==> config.mk <==
export PLATFORM = sky130hd
export DESIGN_NAME = intr_ctrl
export DESIGN_NICKNAME = d
export VERILOG_FILES = /design/src/rtl/intr_ctrl.sv
export SDC_FILE = /design/constraint.sdc
export NUM_CORES = 1
export LEC_CHECK = 0
export ABC_CLOCK_PERIOD_IN_PS = 2950
export BUFFER_PORTS_ARGS = -buffer_cell sky130_fd_sc_hd__buf_4
export CORE_ASPECT_RATIO = 0.8
export CORE_UTILIZATION = 55
export DETAILED_ROUTE_END_ITERATION = 16
export GPL_TIMING_DRIVEN = 0
export PLACE_DENSITY_LB_ADDON = 0.08
export SLEW_MARGIN = 20
export SYNTH_ARGS = -nofsm -noshare
export SYNTH_HDL_FRONTEND = slang
export SYNTH_SLANG_ARGS = --single-unit
==> constraint.sdc <==
create_clock -name clk -period 2.95 [get_ports clk]
set_input_delay 0.1475 -clock clk [delete_from_list [all_inputs] [get_ports clk]]
set_output_delay 0.1475 -clock clk [all_outputs]
set_load 0.1 [all_outputs]
==> src/rtl/intr_ctrl.sv <==
// Eight-line priority interrupt controller: edge-detects requests into a pending
// register and hands out one registered grant at a time through an IDLE/ASSERT/DONE handshake.
module intr_ctrl (
    input  logic       clk,
    input  logic       rst,
    input  logic [7:0] req,
    input  logic [7:0] mask,
    input  logic       ack,
    output logic       irq,
    output logic [7:0] h,
    output logic [2:0] vec,
    output logic       idle
);

    typedef enum logic [1:0] {
        IDLE,
        ASSERT,
        DONE
    } state_t;

    state_t     state;
    state_t     state_next;
    logic [7:0] req_q;
    logic [7:0] pending;
    logic [7:0] pending_next;
    logic [7:0] rise;
    logic [7:0] avail;
    logic [7:0] clr;
    logic [7:0] h_next;
    logic [2:0] sel;
    logic [2:0] vec_next;
    logic       irq_next;
    logic       idle_next;

    assign rise  = req & ~req_q;
    assign avail = pending & ~mask;

    // Ascending scan so the highest-index unmasked pending bit is the last to win.
    always_comb begin
        sel = 3'd0;
        for (int i = 0; i < 8; i++) begin
            if (avail[i]) begin
                sel = 3'(i);
            end
        end
    end

    always_comb begin
        state_next = state;
        vec_next   = vec;
        irq_next   = irq;
        h_next     = h;
        clr        = 8'h00;
        case (state)
            IDLE: begin
                if (|avail) begin
                    state_next = ASSERT;
                    vec_next   = sel;
                    irq_next   = 1'b1;
                    h_next     = 8'h01 << sel;
                end else begin
                    irq_next = 1'b0;
                    h_next   = 8'h00;
                end
            end
            ASSERT: begin
                if (ack) begin
                    clr        = 8'h01 << vec;
                    state_next = DONE;
                    irq_next   = 1'b0;
                    h_next     = 8'h00;
                end
            end
            DONE: begin
                state_next = IDLE;
                irq_next   = 1'b0;
                h_next     = 8'h00;
            end
            default: begin
                state_next = IDLE;
                irq_next   = 1'b0;
                h_next     = 8'h00;
            end
        endcase
        // A rise on the bit being cleared wins, so a fresh request is never lost.
        pending_next = (pending & ~clr) | rise;
        idle_next    = (state_next == IDLE) && ((pending_next & ~mask) == 8'h00);
    end

    always_ff @(posedge clk) begin
        if (rst) begin
            req_q   <= 8'h00;
            pending <= 8'h00;
            state   <= IDLE;
            irq     <= 1'b0;
            h       <= 8'h00;
            vec     <= 3'd0;
            idle    <= 1'b1;
        end else begin
            req_q   <= req;
            pending <= pending_next;
            state   <= state_next;
            irq     <= irq_next;
            h       <= h_next;
            vec     <= vec_next;
            idle    <= idle_next;
        end
    end

endmodule

== After elaboration in Yosys (flattened, before gate mapping) ==
Index checks and enable logic that the tools add are counted.

* Output and inout bits: 13
* Input bits: 19
* Register bits after elaboration: 31
* Logic and storage cells: 43

* Muxes and demuxes: 18
* Reduce and logical (&&, ||, !) cells: 6
* Eq/ne operators: 2
* Bitwise operators: 8
* Shift-type cells: 2

{| class="wikitable"
|+ Operators with widths
! operator !! count
|-
| 8-bit bitwise AND || 4
|-
| 8-bit two-way mux || 4
|-
| 8-bit NOT || 3
|-
| 3-bit two-way mux || 6
|-
| 8-bit case mux with 2 select lines || 1
|-
| 1-bit by 3-bit << shifter with 8-bit output (first input constant) || 2
|-
| 8-bit logical NOT || 1
|-
| 8-bit bitwise OR || 1
|-
| 8-bit OR reduction || 1
|-
| 2-bit logical NOT || 2
|-
| 2-bit two-way mux || 2
|-
| 2-bit case mux with 2 select lines || 1
|-
| 1-bit two-way mux || 3
|-
| 2-bit by 1-bit equality test with 1-bit output (second input constant) || 1
|-
| 2-bit != test (second input constant) || 1
|-
| 1-bit case mux with 2 select lines || 1
|-
| 2-bit AND reduction || 1
|-
| 1-bit logical AND || 1
|}

== Depth between registers and ports, before layout ==
* Depth in word-level cells: 12
* Mapped depth: 5
* Mapped depth without buffers: 5

== Worst setup path before layout ==
No wires, ideal clock.

* Path kind: register to register
* Start: register vec[2]
* End: register idle
* Required time: 2854 ps
* Cell stages (with the launch flop): 6
* Clock period less this slack: 2289 ps
* Path slack: 661 ps
* Arrival: 2193 ps
* Setup time: 96 ps
* Path buffers: 0
* Path through: dfxtp_1 -> nand4b_1 -> o21ai_1 -> a21oi_1 -> or4_4 -> o41ai_2

* Word-level cells in the longest chain between the ends: 9

{| class="wikitable"
|+ RTL lines
! element !! RTL line !! RTL
|-
| from (decl) || 11 || <nowiki>output logic [2:0] vec,</nowiki>
|-
| from (signal assigned) || 105 || <nowiki>vec <= vec_next;</nowiki>
|-
| 1-bit by 3-bit << shifter with 8-bit output || 68 || <nowiki>clr = 8'h01 << vec;</nowiki>
|-
| 8-bit two-way mux || 67 || <nowiki>if (ack) begin</nowiki>
|-
| 8-bit two-way mux || 54 || <nowiki>case (state)</nowiki>
|-
| 8-bit NOT || 86 || <nowiki>pending_next = (pending & ~clr) | rise;</nowiki>
|-
| 8-bit bitwise AND || 86 ||
|-
| 8-bit bitwise OR || 86 ||
|-
| 8-bit bitwise AND || 87 || <nowiki>idle_next = (state_next == IDLE) && ((pending_next & ~mask) == 8'h00);</nowiki>
|-
| 8-bit logical NOT || 87 ||
|-
| 1-bit logical AND || 87 ||
|-
| to (signal assigned) || 106 || <nowiki>idle <= idle_next;</nowiki>
|-
| to (decl) || 12 || <nowiki>output logic idle</nowiki>
|}

No other way between the ends.
A chain may end at the register's enable or synchronous reset.

== Worst setup path after layout ==
* Start: register state[0]
* End: register idle

* Word-level cells in the longest chain between the ends: 8
* Elaborated cells between the ends (all ways): 13
* Those cells by class: eq/ne (1); mux (4); bitwise (4); reduce/logical (4)

{| class="wikitable"
|+ RTL lines
! element !! RTL line !! RTL
|-
| from (decl) || 21 || <nowiki>state_t state;</nowiki>
|-
| from (signal assigned) || 102 || <nowiki>state <= state_next;</nowiki>
|-
| 2-bit by 1-bit equality test with 1-bit output || 54 ||
|-
| 8-bit two-way mux || 54 ||
|-
| 8-bit NOT || 86 ||
|-
| 8-bit bitwise AND || 86 ||
|-
| 8-bit bitwise OR || 86 ||
|-
| 8-bit bitwise AND || 87 ||
|-
| 8-bit logical NOT || 87 ||
|-
| 1-bit logical AND (*) || 87 ||
|}

Mark *: on every way between the ends. The rest lies on a longest branch, timed or not.

==> results by group <==
Die
  – # IOs: 32
  – DIE AREA: 2570 um^2
  – Row count: 15
  – Die W: 56.4 um
  – Placeable Area: 2200 um^2
  – Initial Util: 0.593
  – Die Ht: 45.5 um

Timing
  – Max Fclk: 0.521 GHz
  – Final min period: 1920 ps
  – Worst Clk Skew: 2.70 ps
  – RSZ-0062 raised after global routing: no
  – Max_slew headroom: 0.423
  – Slew Limit Fails: 0
  – Total negative slack: 0 ps
  – Final setup viols: 0
  – Worst slew pin tran: 854 ps
  – Worst setup margin: 1030 ps
  – Final hold vios: 0
  – Tcrit/Tclk final: 0.651

Clock tree
  – CTS tree: done
  – CTS H-tree lvls: 2
  – Total CTS buffers: 5
  – Setup Buffers After CTS: 0
  – # hold bufs at CTS: 1
  – Sink Count: 31
  – Clock transition at path regs: 90 ps
  – CTS Buffer Depth: 2
  – Post_cts resized: 0
  – CTS Root Cell: clkbuf_4
  – Clk_lat worst skew: 330 ps

Placement
  – DP Worst Slack: 1050 ps
  – Port bufs: 31
  – Routability cong.: 0.810
  – Hpwl dp: 2190 um

GRT
  – Vias in the first global route: 1100
  – Largest net degree at the start of global routing: 11
  – Antenna violations before repair: 0
  – First-pass GRT wire length: 4890 um
  – Total Routing Usage GR: 0.264
  – Remaining global-route overflow: 0

Routing
  – Drt first pass iters: 4
  – Violation count after the first detailed-route iteration: 27
  – Via count: 1174
  – Drt wl/cell: 14.4 um
  – Final ANT Viol Nets: 0
  – DR vias/cell: 5.73
  – # DRC: 0
  – Post-Route WL: 2950 um

Setup path
  – R2r setup slk: 1030 ps
  – Arr. time, crit path: 2160 ps
  – Slowest Stage Delay on Critical Path: 480 ps
  – Crit. End Element: flip-flop
  – Crit-path max FO: 7
  – Slowest cell on crit path: or4_4
  – R2r endpoint: idle
  – R2R Path Start: state[0]
  – Crit Path Class: reg -> reg
  – Critical path, cell by cell: nand4b_1 -> o21ai_0 -> a21oi_1 -> or4_4 -> o41ai_2
  – Required time of the critical path: 3190 ps
  – Worst reg2reg path depth: 5
  – CP Launch Type: flip-flop

Synthesis
  – Top cell type's share of synthesized area: 0.477
  – Most common cell in the netlist: dfxtp_1
  – Top_reg_cell synth: dfxtp_1
  – EDFF count, synth: 0
  – Syn_area_per_cell: 9.29 um^2
  – Top cells by count, synth: dfxtp_1 (31), a21oi_1 (16), nor2_1 (15)
  – Syn Nets: 159
  – Synth top area cells: dfxtp_1 (48%), nor2b_1 (6.7%), a21oi_1 (6.2%), nand2b_1 (5.3%), a32oi_1 (4.7%)
  – #FFs+latches synth: 31
  – Synth unique cells: 34
  – Sequential share of the synthesized area: 0.477
  – Mapped cell area: 1300 um^2
  – Share of synthesized registers carrying an async set or reset: 0
  – Synth Instances: 140
  – Synth area leader: dfxtp_1
  – Ys Warns: 0

Cells and area
  – Diodes inserted: 0
  – Fillers: 169
  – Layout cells sized above 1: 0.244
  – Final net count: 198
  – Area Overhead vs Synth: 24.9%

Flow run
  – Max_cap viols: 0

Min path
  – HP Start: req[1]
  – Hold Crit Class: in -> reg
  – End of the worst hold path: req_q[1]
  – WHS Path Cells: 2

Pwr
  – Pwr Density: 601 nW/um^2
  – Leak Pwr: 0.664 nW
  – Worst vdd ir: 0.000480 V

Run status
  – Status: completed
cell families (layout without fill, tap and decap cells):
group / Yosys count / in the layout / synth area share
compound gates: 42 / 42 / 0.237
simple gates: 55 / 55 / 0.242
flops: 31 / 31 / 0.477
buf+inv: 10 / 50 / 0.0288
mux: 2 / 2 / 0.0154
metrics by stage:
| step | hold WS (ps) | total power [mW] | util | instance area [um^2] | cells |
|---|---|---|---|---|---|
| finish | 33.8 | 0.977 | 0.740 | 1630 | 205 |
| detailed placement | 335 | 0.749 | 0.713 | 1570 | 196 |
| global route | 28.5 | 1.02 | 0.740 | 1630 | 205 |
| CTS | 24.7 | 0.979 | 0.740 | 1630 | 205 |
| floorplan | 219 | 0.677 | - | 1300 | 140 |
| global placement | 330 | 0.743 | 0.713 | 1570 | 196 |
worst max-delay path by stage:
stage / from / endpoint / slack (ps) / depth (start not counted)
after floorplan: vec[2] / idle / 660 / 5
after global placement: state[0] / idle / 1140 / 5
after detailed placement: state[0] / idle / 1050 / 5
after CTS: state[0] / idle / 1020 / 5
after global routing: state[0] / idle / 820 / 5
final: state[0] / idle / 1030 / 5
final cells by class:
class,instances,area (um^2),area share
Multi-Input combinational cell,99,643,0.396
Sequential cell,31,621,0.382
Timing Repair Buffer,32,243,0.149
Clock buffer,7,45.0,0.0277
Tap cell,25,31.3,0.0192
Inverter,7,26.3,0.0162
Buffer,3,11.3,0.00693
Clock inverter,1,5.00,0.00308
power breakdown:
| group | switching (mW) | internal (mW) |
|---|---|---|
| combinational | 0.179 | 0.0889 |
| clock | 0.142 | 0.0927 |
| sequential | 0.0260 | 0.449 |
| total | 0.347 | 0.630 |
sequential cells by signal, summed over array words and instances (netlist names):
| name | count |
|---|---|
| req_q | 8 |
| vec | 3 |
| h | 8 |
| irq | 1 |
| state | 2 |
| idle | 1 |
| pending | 8 |
routing by layer:
layer / global-route usage / share of wire / up-vias / routed length [um]
li1: - / - / 579 / -
met1: 0.323 / 0.43 / 541 / 1280
met2: 0.419 / 0.46 / 47 / 1350
met3: 0.0994 / 0.083 / 7 / 244
met4: 0.127 / 0.023 / 0 / 69
met5: 0 / 0 / - / 0
placed cells by master (no fill, tap or decap), types with 2 or more instances in the layout:
cell type   n
clkbuf_4    5
mux2i_1     2
dfxtp_1    31
clkbuf_1    5
nor2_1     15
buf_4      31
nand2b_1   11
a32oi_1     7
o21a_1      2
inv_1       7
nor3b_1     2
o21ai_0     5
nor2b_1    14
a21oi_1    16
nand2_1     4
critical path, delay by kind of cell, from the launching register on:
kind             cells  cell delay (ps)
AND/OR/NAND/NOR      2              730
AO/OA/AOI/OAI        3              620
flip-flops           1              470
(Power assumes the default switching activity.)
